<file path="src/rtl/pipe_ctrl_pkg.sv">
// rtl/pipe_ctrl_pkg.sv - shared types, stage indices and flush priority helper for the pipeline traffic controller
package pipe_ctrl_pkg;

    typedef enum logic [1:0] {
        RUN    = 2'd0,
        DRAIN  = 2'd1,
        HALTED = 2'd2
    } state_e;

    // Stage indices for the default 5-stage configuration
    localparam int STG_IF  = 0;
    localparam int STG_ID  = 1;
    localparam int STG_EX  = 2;
    localparam int STG_MEM = 3;
    localparam int STG_WB  = 4;

    // Widest supported pipeline; flush vectors are zero-extended to this width
    localparam int MAX_STAGES = 16;

    // Returns the highest set flush point at or above stage 2, or 0 when there is none.
    // The highest index is the oldest instruction, so its flush wins.
    function automatic int oldest_flush(input logic [MAX_STAGES-1:0] fv);
        int k;
        k = 0;
        for (int i = 2; i < MAX_STAGES; i++) begin
            if (fv[i]) begin
                k = i;
            end
        end
        return k;
    endfunction

endpackage

</file>
<file path="src/rtl/sat_counter.sv">
// rtl/sat_counter.sv - saturating up-counter with synchronous clear
module sat_counter #(
    parameter int W = 32
) (
    input  logic         clk,
    input  logic         reset,
    input  logic         inc,
    input  logic         clr,
    output logic [W-1:0] count
);

    // Clear beats increment; the count sticks at all ones instead of wrapping
    always_ff @(posedge clk) begin
        if (reset || clr) begin
            count <= '0;
        end else if (inc && (count != {W{1'b1}})) begin
            count <= count + 1'b1;
        end
    end

endmodule

</file>
<file path="src/rtl/pipe_traffic_ctrl.sv">
// rtl/pipe_traffic_ctrl.sv - N-stage pipeline advance, bubble, flush, drain/halt and stall accounting
module pipe_traffic_ctrl
    import pipe_ctrl_pkg::*;
#(
    parameter int NUM_STAGES = 5,
    parameter int CNT_W      = 32,
    parameter int SW         = $clog2(NUM_STAGES)
) (
    input  logic                        clk,
    input  logic                        reset,
    input  logic [NUM_STAGES-1:0]       stall,
    input  logic                        fetch_valid,
    input  logic [NUM_STAGES-1:0]       flush_vec,
    input  logic                        drain_req,
    input  logic                        resume_req,
    input  logic                        cnt_clear,
    output logic [NUM_STAGES-1:0]       wr_en,
    output logic [NUM_STAGES-1:0]       gen_bubble,
    output logic [NUM_STAGES-1:0]       valid,
    output logic                        drained,
    output logic [NUM_STAGES*CNT_W-1:0] stall_cnt
);

    state_e                     state;
    logic [NUM_STAGES-1:1]      valid_r;
    logic [NUM_STAGES-1:0]      base_wr;
    logic [MAX_STAGES-1:0]      flush_ext;
    logic [SW-1:0]              flush_k;
    logic                       flush_any;

    assign valid     = {valid_r, fetch_valid};
    assign drained   = (state == HALTED);
    assign flush_ext = MAX_STAGES'(flush_vec);
    assign flush_k   = SW'(oldest_flush(flush_ext));
    assign flush_any = (flush_k != '0);

    // Advance chain from the oldest stage back to IF, then bubble and flush overrides
    always_comb begin
        base_wr    = '0;
        wr_en      = '0;
        gen_bubble = '0;

        base_wr[NUM_STAGES-1] = !valid[NUM_STAGES-1] || !stall[NUM_STAGES-1];
        for (int s = NUM_STAGES - 2; s >= 1; s--) begin
            base_wr[s] = !valid[s] || (!stall[s] && base_wr[s+1]);
        end
        base_wr[0] = !stall[0] && base_wr[1];

        wr_en      = base_wr;
        wr_en[0]   = (state == RUN) ? base_wr[0] : 1'b0;

        gen_bubble[1] = stall[0] || !fetch_valid || (state != RUN);
        for (int s = 2; s < NUM_STAGES; s++) begin
            gen_bubble[s] = stall[s-1];
        end

        // The flushing stage keeps its own enable so it may stall and re-execute;
        // everything younger is overwritten with bubbles and IF latches the redirect.
        if (flush_any) begin
            for (int s = 1; s < NUM_STAGES; s++) begin
                if (s <= int'(flush_k)) begin
                    gen_bubble[s] = 1'b1;
                end
                if (s < int'(flush_k)) begin
                    wr_en[s] = 1'b1;
                end
            end
            wr_en[0] = 1'b1;
        end
    end

    // Occupancy follows whatever each enabled register clocks in
    always_ff @(posedge clk) begin
        if (reset) begin
            valid_r <= '0;
        end else begin
            for (int s = 1; s < NUM_STAGES; s++) begin
                if (wr_en[s]) begin
                    valid_r[s] <= !gen_bubble[s] && ((s == 1) ? 1'b1 : valid[s-1]);
                end
            end
        end
    end

    // Drain/halt sequencing; halt is declared only once registered occupancy is empty
    always_ff @(posedge clk) begin
        if (reset) begin
            state <= RUN;
        end else begin
            case (state)
                RUN:     if (drain_req)        state <= DRAIN;
                DRAIN:   if (valid_r == '0)    state <= HALTED;
                HALTED:  if (resume_req)       state <= RUN;
                default:                       state <= RUN;
            endcase
        end
    end

    genvar g;
    generate
        for (g = 0; g < NUM_STAGES; g++) begin : g_cnt
            sat_counter #(
                .W(CNT_W)
            ) u_cnt (
                .clk   (clk),
                .reset (reset),
                .inc   (valid[g] && stall[g]),
                .clr   (cnt_clear),
                .count (stall_cnt[g*CNT_W +: CNT_W])
            );
        end
    endgenerate

endmodule

</file>
<file path="config.mk">
export PLATFORM = sky130hd
export DESIGN_NAME = pipe_traffic_ctrl
export DESIGN_NICKNAME = d
export VERILOG_FILES = /design/src/rtl/pipe_ctrl_pkg.sv /design/src/rtl/sat_counter.sv /design/src/rtl/pipe_traffic_ctrl.sv
export SDC_FILE = /design/constraint.sdc
export NUM_CORES = 1
export LEC_CHECK = 0
export CAP_MARGIN = 40
export CORE_MARGIN = 10
export CORE_UTILIZATION = 55
export CTS_CLUSTER_DIAMETER = 200
export DETAILED_ROUTE_END_ITERATION = 10
export PLACE_DENSITY = 0.82
export SLEW_MARGIN = 40
export SYNTH_ARGS = -nofsm -noshare
export SYNTH_HDL_FRONTEND = slang
export SYNTH_SLANG_ARGS = --single-unit
</file>
<file path="constraint.sdc">
create_clock -name clk -period 3.7 [get_ports clk]
set_input_delay 0.37 -clock clk [delete_from_list [all_inputs] [get_ports clk]]
set_output_delay 0.37 -clock clk [all_outputs]
set_load 0.03 [all_outputs]
</file>
# After elaboration in Yosys (flattened, before gate mapping)
# Cells that the tools add are included.
[totals]
inputBits = 16
out_inout_bits = 176
ff_bits = 166
wordCells = 94
[classes]
n_lt_le_gt_ge = 8
eq_ne = 10
reduce_logical = 43
mux = 18
addsub = 5
[op_table]
columns = ["op", "n"]
rows = [
  ["adder 32 x 1 -> 32 bit (second input constant)", 5],
  ["!= test 32 bit (second input constant)", 5],
  ["logical AND 1 bit", 17],
  ["logical NOT 1 bit", 14],
  ["two-way mux 1 bit", 9],
  ["two-way mux 2 bit", 4],
  ["logical OR 1 bit", 7],
  ["<= comparator 2 x 3 -> 1 bit (first input constant)", 2],
  ["< comparator 2 x 3 -> 1 bit (first input constant)", 2],
  ["two-way mux 3 bit", 2],
  ["!= test 2 bit (second input constant)", 3],
  ["one-hot mux 2 bit (3 select lines)", 1],
  ["two-way mux 5 bit", 1],
  ["logical NOT 4 bit", 1],
  ["two-way mux 4 bit", 1],
  ["<= comparator 1 x 3 -> 1 bit (first input constant)", 1],
  ["<= comparator 3 bit (first input constant)", 1],
  ["< comparator 1 x 3 -> 1 bit (first input constant)", 1],
  ["< comparator 3 bit (first input constant)", 1],
  ["AND reduction 3 bit", 1],
  ["nonzero test 3 bit", 1],
  ["== test 2 x 1 -> 1 bit (second input constant)", 1],
  ["== test 2 bit (second input constant)", 1],
  ["logical NOT 2 bit", 1],
  ["nonzero test 2 bit", 1],
]

# Longest topological paths before layout
[depth]
ltp_word = 11
depth_mapped = 8
depth_no_buf = 6

# Cells and area by module
# From an unflattened synthesis, not the netlist that was laid out.
[unflattened]
cells_unflattened = 998
area_unflattened_um2 = 8794.7
[by_module_without_submodules]
columns = ["module", "instances", "seq_area_each_um2", "cells_each", "area_per_inst_um2"]
rows = [
  ["sat_counter", 5, 640.6, 189, 1681.6],
  ["pipe_traffic_ctrl", 1, 120.1, 53, 386.6],
]

# Least setup slack after synthesis
# OpenSTA, ideal clock, no wires.
[synth_timing]
path_kind = "register to output"
start = "register valid_r[4] in the netlist's numbering"
end = "output wr_en[0]"
t_arrival_ns = 2.069
stages_incl_launch_ff = 7
n_path_buf = 1
t_required_ns = 3.330
path_slack_ns = 1.261
path_cell_list = "dfxtp_1 > and2_1 > clkbuf_1 > o21ai_0 > a21boi_0 > o211ai_1 > o41a_1"
[synth_between]
elab_chain_cells = 11
[synth_lines]
columns = ["item", "line", "source"]
rows = [
  ["start: declaration", "pipe_traffic_ctrl.sv:25", "logic [NUM_STAGES-1:1] valid_r;"],
  ["start signal: indexed assignment", "pipe_traffic_ctrl.sv:79", "valid_r[s] <= !gen_bubble[s] && ((s == 1) ? 1'b1 : valid[s-1]);"],
  ["logical NOT 1 bit", "pipe_traffic_ctrl.sv:43", "base_wr[NUM_STAGES-1] = !valid[NUM_STAGES-1] || !stall[NUM_STAGES-1];"],
  ["logical OR 1 bit", "pipe_traffic_ctrl.sv:43", ""],
  ["logical AND 1 bit", "pipe_traffic_ctrl.sv:45", "base_wr[s] = !valid[s] || (!stall[s] && base_wr[s+1]);"],
  ["logical OR 1 bit", "pipe_traffic_ctrl.sv:45", ""],
  ["logical AND 1 bit", "pipe_traffic_ctrl.sv:45", ""],
  ["logical OR 1 bit", "pipe_traffic_ctrl.sv:45", ""],
  ["logical AND 1 bit", "pipe_traffic_ctrl.sv:45", ""],
  ["logical OR 1 bit", "pipe_traffic_ctrl.sv:45", ""],
  ["logical AND 1 bit", "pipe_traffic_ctrl.sv:47", "base_wr[0] = !stall[0] && base_wr[1];"],
  ["two-way mux 1 bit", "pipe_traffic_ctrl.sv:50", "wr_en[0] = (state == RUN) ? base_wr[0] : 1'b0;"],
  ["two-way mux 5 bit", "pipe_traffic_ctrl.sv:59", "if (flush_any) begin"],
  ["end: declaration", "pipe_traffic_ctrl.sv:17", "output logic [NUM_STAGES-1:0] wr_en,"],
]
# No other way between the ends.

# Worst setup path after layout
[layout_timing]
start = "input stall[4]"
end = "output wr_en[0]"
[layout_between]
elab_chain_cells = 11
[layout_lines]
columns = ["item", "line", "source"]
rows = [
  ["start: declaration", "pipe_traffic_ctrl.sv:11", "input logic [NUM_STAGES-1:0] stall,"],
  ["logical NOT 1 bit", "pipe_traffic_ctrl.sv:43", ""],
  ["logical OR 1 bit", "pipe_traffic_ctrl.sv:43", ""],
  ["logical AND 1 bit", "pipe_traffic_ctrl.sv:45", ""],
  ["logical OR 1 bit", "pipe_traffic_ctrl.sv:45", ""],
  ["logical AND 1 bit", "pipe_traffic_ctrl.sv:45", ""],
  ["logical OR 1 bit", "pipe_traffic_ctrl.sv:45", ""],
  ["logical AND 1 bit", "pipe_traffic_ctrl.sv:45", ""],
  ["logical OR 1 bit", "pipe_traffic_ctrl.sv:45", ""],
  ["logical AND 1 bit", "pipe_traffic_ctrl.sv:47", ""],
  ["two-way mux 1 bit", "pipe_traffic_ctrl.sv:50", ""],
  ["two-way mux 5 bit", "pipe_traffic_ctrl.sv:59", ""],
]
# No other way between the ends.

==> flow_metrics.py <==
metrics = {
    "floorplan": {
        "rows": 45,
        "fp.dieArea_sq_mm": 0.0208,
        "fp.coreArea_sq_mm": 0.0151,
        "start_util_pct": 55.9,
        "fp.dieH_microns": 144,
        "die_x_microns": 144,
        "num_io_pins": 192,
    },
    "synthesis": {
        "synth_cells": 1048,
        "synth-edff-count": 0,
        "yosys_register_bits": 166,
        "synth.distinct_cells": 54,
        "avgSynthCellArea_sq_um": 8.08,
        "ys.flop_type": "dfxtp_1",
        "syn_nets": 1069,
        "netlist_area_sq_mm": 0.00847,
        "yosysSeqAreaShare_pct": 39.2,
        "async_reset_ff_share_pct": 0,
        "yosys_warnings": 0,
    },
    "setup_path": {
        "critPathMaxStageDelay_ns": 0.67,
        "crit_required_ns": 3.33,
        "crit_chain": "clkdlybuf4s50_1, and2_1, o21ai_0, a21boi_0, o211ai_1, o41a_1, clkdlybuf4s50_1",
        "critical_path_arrival_ns": 2.73,
        "cp-end-kind": "primary output",
        "cp_max_fo": 3,
        "crit_slowest_cell": "clkdlybuf4s50_1",
        "path_common_cell": "clkdlybuf4s50_1",
        "critical_path_class": "input pin to primary output",
        "critPathLaunchType": "input pin",
    },
    "global_routing": {
        "antenna_found_initial": 2,
        "grt_usage_pct": 23.9,
        "grt_pass1_wl_mm": 40.8,
        "grt_pass1_vias": 7971,
        "grt_max_degree": 60,
        "gr-total-overflow": 0,
    },
    "power_and_ir_drop": {
        "p_leak_nw": 3.40,
        "ir_drop_mv": 0.335,
        "power_density_mw_per_mm2": 334,
    },
    "run": {
        "maxCapViolations": 0,
    },
    "final_layout": {
        "area_growth_pct": 31.1,
        "mostFrequentLayoutCells": "clkdlybuf4s50_1 (188), dfxtp_1 (166), nand2_1 (105)",
        "drive_above_1_share_pct": 6.20,
        "nNetsFinal": 1235,
        "n_fill_cell": 1227,
        "layout_commonest_cell": "clkdlybuf4s50_1",
    },
    "place": {
        "finalWeightedCongestion": 0.858,
        "io_buffer_count": 188,
        "place_hpwl_mm": 18.3,
    },
    "clocking": {
        "cts_resized": 0,
        "cts.sinks": 166,
        "cts_buffers": 17,
        "hold_buffers": 0,
        "clock_path_buffers": 2,
        "clk_pin_slew_ns": 0.06,
        "clock_latency_ns": 0.43,
        "cts-htree-levels": 4,
        "post_cts_buffers": 0,
        "cts_tree": "built",
        "cts-root-buf": "clkbuf_16",
    },
    "routing": {
        "antenna_left": 0,
        "routed_wl_mm": 25.7,
        "vias": 8838,
        "wire_per_inst_microns": 18.1,
        "drc": 0,
        "drt_pre_antenna_iters": 5,
        "drt_iter0_markers": 760,
        "viasPerCell": 6.25,
    },
    "sta": {
        "period_share_pct": 83.9,
        "worst_slew_margin_rel_pct": 48.2,
        "clock.fmax_mhz": 322,
        "hold_ws_ns": 0.496,
        "finalHoldViolCount": 0,
        "slew_violations": 0,
        "period_needed_ns": 3.10,
        "worstMarginPinSlew_ns": 0.777,
        "finalClockSkew_ns": 0.00620,
        "setup_tns_ns": 0,
        "rsz0062_at_grt": "false",
        "setup_violations": 0,
    },
    "hold_path": {
        "hold_path_class": "flop to flop",
    },
    "status": {
        "status": "finished, final reports clean",
    },
}
==> registers in the layout (all words and copies together), names as in the netlist <==
| name | count |
|---|---|
| valid_r | 4 |
| g_cnt.u_cnt.count | 160 |
| state | 2 |
==> per-stage QoR <==
stage                     setup WS [ns]  util [%]  power, mW  instances  instance area [sq um]
final                             0.597      73.3       3.71       1415                  11100
after global routing              0.558      73.3       3.82       1415                  11100
after CTS                         0.640      73.3       3.73       1414                  11100
after detailed placement          0.649      69.4       1.95       1383                  10500
after global placement            0.657      69.4       1.95       1383                  10500
after floorplan                    1.26         -       1.90       1048                   8470
==> path summary, 6_finish.rpt <==
path | start | end | slack, ns | depth (start not counted)
min | g_cnt[0].u_cnt.count[12] | g_cnt[0].u_cnt.count[12] | 0.50 | 2
max reg2reg | g_cnt[0].u_cnt.count[4] | g_cnt[0].u_cnt.count[25] | 1.27 | 5
min reg2reg | g_cnt[0].u_cnt.count[12] | g_cnt[0].u_cnt.count[12] | 0.50 | 2
max | stall[4] | wr_en[0] | 0.60 | 7
==> synth_stat cells, drive strengths merged (17+ instances only) <==
cell type / n / area [sq um]
mux2i: 19 / 190
dfxtp: 166 / 3320
and3: 17 / 106
nor2: 81 / 304
nand3: 56 / 280
o31ai: 27 / 203
or3: 63 / 394
nand4: 47 / 300
or4: 34 / 255
a21oi: 81 / 405
clkbuf: 49 / 184
inv: 25 / 93.8
nor4: 26 / 184
nand2: 105 / 394
and4: 20 / 175
xnor2: 32 / 280
o21ai: 48 / 240
==> layout make-up <==
| cell class | instances | area, sq um | share of cell area, % |
|---|---|---|---|
| tap | 188 | 235 | 2.12 |
| timing repair buffer | 204 | 2010 | 18.1 |
| sequential | 166 | 3320 | 29.9 |
| inverter | 25 | 93.8 | 0.845 |
| multi-input combinational | 800 | 4850 | 43.6 |
| clock inverter | 9 | 126 | 1.14 |
| clock buffer | 22 | 464 | 4.18 |
| antenna | 1 | 2.50 | 0.0225 |
==> cells by family (layout without fill, tap and decap cells) <==
logic type | count (synthesis) | count (layout) | share of synthesized area, %
mux | 19 | 19 | 2.25
compound gates | 236 | 236 | 17.7
other cells | 1 | 2 | 0.0443
simple gates | 498 | 498 | 32.0
buf+inv | 82 | 260 | 3.81
fa+ha+maj | 5 | 5 | 0.739
flops | 166 | 166 | 39.2
xor+xnor | 41 | 41 | 4.24
==> power breakdown <==
part	total (mW)	switching [mW]	internal (mW)	leakage [nW]
combinational	0.115	0.0772	0.0382	1.78
sequential	1.79	0.00325	1.79	1.34
clock	1.80	0.711	1.09	0.290
==> metal layers <==
layer	vias up	GRT usage, %	wire length, microns
li1	4284	-	-
met1	4233	30.2	11000
met2	287	39.1	12200
met3	32	6.10	1970
met4	2	7.68	421
met5	-	0	13
==> worst max-delay path, delay by kind of cell <==
kind | cells | cell delay [ns]
buffers and inverters | 2 | 1.12
AOI/OAI and AO/OA | 4 | 1.06
and+or+nand+nor | 1 | 0.19
Note: power is estimated with default switching activity, not from simulation.
